$ cat src/rtl/audio_pkg.sv
// Shared definitions for the stereo delta-sigma DAC: default geometry,
// the stereo sample pair type and the signed-to-offset-binary conversion.
package audio_pkg;

  localparam int unsigned AUDIO_WIDTH = 16;
  localparam int unsigned AUDIO_OSR   = 256;

  typedef struct packed {
    logic signed [AUDIO_WIDTH-1:0] l;
    logic signed [AUDIO_WIDTH-1:0] r;
  } audio_pair_t;

  // Flipping the sign bit maps -2^(W-1)..2^(W-1)-1 onto 0..2^W-1.
  function automatic logic [AUDIO_WIDTH-1:0] audio_to_offset(input logic [AUDIO_WIDTH-1:0] s);
    return {~s[AUDIO_WIDTH-1], s[AUDIO_WIDTH-2:0]};
  endfunction

endpackage

$ cat src/rtl/audio_dsm_channel.sv
// One channel of the first-order delta-sigma modulator: the carry out of
// the phase accumulator is the registered 1-bit output.
module audio_dsm_channel #(
  parameter int unsigned WIDTH = audio_pkg::AUDIO_WIDTH
) (
  input  logic             clk,
  input  logic             reset_n,
  input  logic [WIDTH-1:0] u,
  output logic             out
);

  logic [WIDTH-1:0] acc_q;
  logic [WIDTH:0]   acc_d;

  assign acc_d = {1'b0, acc_q} + {1'b0, u};

  always_ff @(posedge clk or negedge reset_n) begin
    if (!reset_n) begin
      acc_q <= '0;
      out   <= 1'b0;
    end else begin
      acc_q <= acc_d[WIDTH-1:0];
      out   <= acc_d[WIDTH];
    end
  end

endmodule

$ cat src/rtl/audio_dsm_dac.sv
// Stereo PCM to 1-bit delta-sigma DAC with a one-pair input buffer.
// Optional AUDIO_DSM_UNDERRUN_CNT_EN adds a saturating underrun_count output.
module audio_dsm_dac
  import audio_pkg::*;
#(
  parameter int unsigned WIDTH = AUDIO_WIDTH,
  parameter int unsigned OSR   = AUDIO_OSR
) (
  input  logic                    clk,
  input  logic                    reset_n,
  input  logic                    in_valid,
  output logic                    in_ready,
  input  logic signed [WIDTH-1:0] in_l,
  input  logic signed [WIDTH-1:0] in_r,
  output logic                    audio_l,
  output logic                    audio_r,
  output logic                    sample_tick,
`ifdef AUDIO_DSM_UNDERRUN_CNT_EN
  output logic                    underrun,
  output logic [15:0]             underrun_count
`else
  output logic                    underrun
`endif
);

  localparam int unsigned CW = (OSR > 1) ? $clog2(OSR) : 1;

  typedef struct packed {
    logic signed [WIDTH-1:0] l;
    logic signed [WIDTH-1:0] r;
  } pair_t;

  logic [CW-1:0] cnt_q, cnt_d;
  pair_t         buf_q, buf_d;
  pair_t         cur_q, cur_d;
  logic          buf_full_q, buf_full_d;
  logic          tick_q, underrun_q;
  logic          last, xfer;
  logic [WIDTH-1:0] u_l, u_r;

  assign last     = (cnt_q == CW'(OSR - 1));
  assign in_ready = ~buf_full_q;
  assign xfer     = in_valid & ~buf_full_q;

  // The tick reads buf_full_q from before the edge, so a coincident
  // transfer into an empty buffer both underruns and lands in the buffer.
  always_comb begin
    cnt_d      = last ? '0 : cnt_q + CW'(1);
    buf_d      = buf_q;
    buf_full_d = buf_full_q;
    cur_d      = cur_q;
    if (last && buf_full_q) begin
      cur_d      = buf_q;
      buf_full_d = 1'b0;
    end
    if (xfer) begin
      buf_d      = {in_l, in_r};
      buf_full_d = 1'b1;
    end
  end

  always_ff @(posedge clk or negedge reset_n) begin
    if (!reset_n) begin
      cnt_q      <= '0;
      buf_q      <= '0;
      cur_q      <= '0;
      buf_full_q <= 1'b0;
      tick_q     <= 1'b0;
      underrun_q <= 1'b0;
    end else begin
      cnt_q      <= cnt_d;
      buf_q      <= buf_d;
      cur_q      <= cur_d;
      buf_full_q <= buf_full_d;
      tick_q     <= last;
      underrun_q <= last & ~buf_full_q;
    end
  end

  assign sample_tick = tick_q;
  assign underrun    = underrun_q;

  if (WIDTH == AUDIO_WIDTH) begin : g_pkg_conv
    assign u_l = audio_to_offset(cur_q.l);
    assign u_r = audio_to_offset(cur_q.r);
  end else begin : g_inline_conv
    assign u_l = {~cur_q.l[WIDTH-1], cur_q.l[WIDTH-2:0]};
    assign u_r = {~cur_q.r[WIDTH-1], cur_q.r[WIDTH-2:0]};
  end

  audio_dsm_channel #(.WIDTH(WIDTH)) u_chan_l (
    .clk     (clk),
    .reset_n (reset_n),
    .u       (u_l),
    .out     (audio_l)
  );

  audio_dsm_channel #(.WIDTH(WIDTH)) u_chan_r (
    .clk     (clk),
    .reset_n (reset_n),
    .u       (u_r),
    .out     (audio_r)
  );

`ifdef AUDIO_DSM_UNDERRUN_CNT_EN
  logic [15:0] urc_q, urc_d;

  always_comb begin
    urc_d = urc_q;
    if (underrun_q && (urc_q != 16'hFFFF)) urc_d = urc_q + 16'd1;
  end

  always_ff @(posedge clk or negedge reset_n) begin
    if (!reset_n) urc_q <= '0;
    else          urc_q <= urc_d;
  end

  assign underrun_count = urc_q;
`endif

endmodule

$ cat config.mk
export PLATFORM = sky130hd
export DESIGN_NAME = audio_dsm_dac
export DESIGN_NICKNAME = d
export VERILOG_FILES = /design/src/rtl/audio_pkg.sv /design/src/rtl/audio_dsm_channel.sv /design/src/rtl/audio_dsm_dac.sv
export SDC_FILE = /design/constraint.sdc
export NUM_CORES = 1
export LEC_CHECK = 0
export BUFFER_PORTS_ARGS = -buffer_cell sky130_fd_sc_hd__buf_4
export CORE_AREA = 2 2 112 87
export DETAILED_ROUTE_END_ITERATION = 12
export DIE_AREA = 0 0 114 89
export PLACE_DENSITY = 0.78
export SETUP_SLACK_MARGIN = 0.05
export SLEW_MARGIN = 20
export SYNTH_ARGS = -nofsm -noshare
export SYNTH_HDL_FRONTEND = slang
export SYNTH_HIERARCHICAL = 1
export SYNTH_SLANG_ARGS = --single-unit
$ cat constraint.sdc
create_clock -name clk -period 4.4 [get_ports clk]
set_input_delay 0.44 -clock clk [delete_from_list [all_inputs] [get_ports clk]]
set_output_delay 0.44 -clock clk [all_outputs]
set_load 0.02 [all_outputs]
==> results.yml <==
status:
  status: "finished, final reports clean"
grt:
  overflow: 0
  grt_start_max_net_pins: 80
  grt_pass1_wl_um: 16300
  grt.total_usage: 0.2106
  antenna_found_initial: 0
  first_global_vias: 3281
setup_path:
  r2r_start: "cnt_q[0]"
  path_cells: "ha_1, nand3_1, nor3_4, buf_4, mux2_2"
  critPathMaxFanout: 22
  crit_required_ns: 4.63
  startpoint_type: "flop"
  path_class: "flop to flop"
  crit_path_end_kind: "flop"
  crit_buf_inv: 1
  worst_path_max_delay_cell: "nor3_4"
  rrSetupSlack_ns: 2.02
  rr_worst_depth: 5
  arrival_ns: 2.61
  r2r_end: "cur_q[2]"
  slowest_delay_ns: 0.59
  path_delay_family: "simple AND/OR/NAND/NOR gates"
clock_tree:
  ctsResizeCount: 0
  cts_inserted_buffers: 9
  ctsHtreeMaxLevel: 3
  clockBufferDepth: 2
  cts.sinks: 109
  cts_root_buf: "clkbuf_16"
  cts_setup_buffers: 0
  cts-hold-fix-buffers: 0
  cts_tree: "done"
  clk_latency_ns: 0.34
  path_clk_slew_ns: 0.07
finish:
  n_antenna_cell: 0
  drive_gt1_frac: 0.2894
  nFillCells: 674
  multi_input_area_um2: 2432
  final_nets: 528
  seqCellArea_um2: 2728
  syn_to_final_growth_pct: 12.80
  fin_cells: 575
  final_area_um2: 5974
sta:
  fmax_ghz: 0.4196
  rsz0062_at_grt: "no"
  slew_violations: 0
  setup_viol: 0
  setup_tns_ns: 0
  worst_slack_ns: 2.017
  hold_viol: 0
  worst_clock_skew_ns: 0.005291
  relSlewSlack: 0.5381
  period_needed_ns: 2.383
  worst_slew_pin_slew_ns: 0.6928
  period_share: 0.5417
placed_design:
  dp_cells: 559
  globalplace.congestion: 0.8647
  dpl.hpwl_um: 6760
  port_buffers: 39
  pre_cts_ws_ns: 2.006
  dpl_cell_area_um2: 5657
synthesis:
  async_reset_ff_frac: 1.000
  avgSynthCellArea_um2: 12.61
  yosys-top-cells-count: "dfrtp_1 (109), mux2_2 (60), ha_1 (33), a21oi_1 (19)"
  synth_cell_types: 53
  syn_area_um2: 5296
  synthCells: 420
  syn-num-nets: 490
  ys_seq_elements: 109
  ys.flop_type: "dfrtp_1"
  yosysSeqAreaShare: 0.5150
  synth-edff-count: 0
  yosysMostFrequentCell: "dfrtp_1"
  netlist.top_cell.by_area: "dfrtp_1"
  synth.area.top_cells: "dfrtp_1 (52%), mux2_2 (13%), ha_1 (7.8%)"
  synth_top_area_share: 0.5150
  synth-warning-count: 6
power_and_ir_drop:
  leakagePower_nw: 3.079
  vdd_ir_drop_max_v: 0.0002995
  power_mw: 1.980
  p_per_area_nw_per_um2: 331.4
routing:
  drt-pass1-iter-count: 4
  wl_um: 9802
  dr_total_vias: 3325
  drtIter0Drc: 172
  avgRoutedWirePerCell_um: 17.05
  drc_errors: 0
  vias_per_cell: 5.783
  final_antenna_net_count: 0
die:
  core-area_um2: 8934
  die_y_um: 89
  die_area_um2: 10150
  io-pin-count: 40
  initial_utilization: 0.5929
  die_width_um: 114
  row_count: 30
worst_hold_path:
  hold_class: "input pin to async pin"
run:
  maxCapViolCount: 0
-- stage by stage --
stage / util / hold slack (ns)
4_1_cts: 0.6683 / 0.2887
3_5_place_dp: 0.6332 / 0.4580
3_3_place_gp: 0.6332 / 0.4484
5_1_grt: 0.6688 / 0.1820
6_report: 0.6688 / 0.1280
2_1_floorplan: - / 0.1444
-- cells in the final DEF, fill, tap and decap left out, types with 5 or more instances in the layout --
master	synthesis	layout
a21o_1	13	13
xor2_1	12	12
clkbuf_16	0	9
a211oi_1	5	5
nand2_1	14	14
o21ai_0	12	12
dfrtp_1	109	109
a21oi_1	19	19
ha_1	33	33
o211ai_1	5	5
buf_4	0	41
nor2_1	15	15
mux2_2	60	60
nand3_1	11	11
inv_1	11	11
xnor2_1	15	15
-- worst reg2reg max path, cell delays in order, from the launching register on --
cell     delay, ns
dfrtp_1       0.38
ha_1          0.27
nand3_1       0.20
nor3_4        0.59
buf_4         0.44
mux2_2        0.39
-- worst max-delay path by stage --
stage          startpoint            endpoint  slack (ns)  depth (start not counted)
3_5_place_dp     cnt_q[0]           cur_q[10]        2.01                          5
5_1_grt          cnt_q[0]           cur_q[30]        1.86                          5
2_1_floorplan    cur_q[0]  u_chan_r/acc_q[14]        2.33                          7
3_3_place_gp     cnt_q[0]            cur_q[8]        2.14                          5
4_1_cts          cnt_q[0]           cur_q[10]        1.96                          5
6_report         cnt_q[0]            cur_q[2]        2.02                          5
-- layout make-up --
cell class,count,area share
Timing Repair Buffer,42,0.05340
Multi-Input combinational cell,285,0.4071
Sequential cell,109,0.4565
Tap cell,112,0.02346
Clock inverter,7,0.01487
Inverter,11,0.006911
Clock buffer,9,0.03770
-- kinds of logic after synthesis --
group / Yosys count / synth area share
buffers and inverters: 26 / 0.02622
xor gates and xnor gates: 27 / 0.04465
AOI/OAI and AO/OA: 88 / 0.1221
DFF: 109 / 0.5150
adders and majority gates: 35 / 0.08552
muxes: 64 / 0.1361
and+or+nand+nor: 71 / 0.07040
-- power by group --
group	switching [mW]	internal [mW]	total [mW]	leakage (nW)
sequential	0.0205	1.04	1.06	1.44
clock	0.353	0.497	0.850	0.159
combinational	0.0301	0.0438	0.0739	1.47
total	0.404	1.58	1.98	3.08
-- routing by layer --
| metal | wire (µm) | track usage | part of all wire |
|---|---|---|---|
| met5 | 0 | 0 | 0 |
| met4 | 136 | 0.07650 | 0.014 |
| met3 | 416 | 0.05153 | 0.042 |
| met2 | 4285 | 0.3198 | 0.44 |
| met1 | 4963 | 0.2990 | 0.51 |
-- flip-flops by register name (all words and copies together), names as in the netlist --
name	cells
u_chan_l/acc_q	16
cnt_q	8
u_chan_r/out	1
buf_q	32
sample_tick	1
cur_q	32
u_chan_r/acc_q	16
underrun	1
buf_full_q	1
u_chan_l/out	1
(Power assumes the default switching activity.)
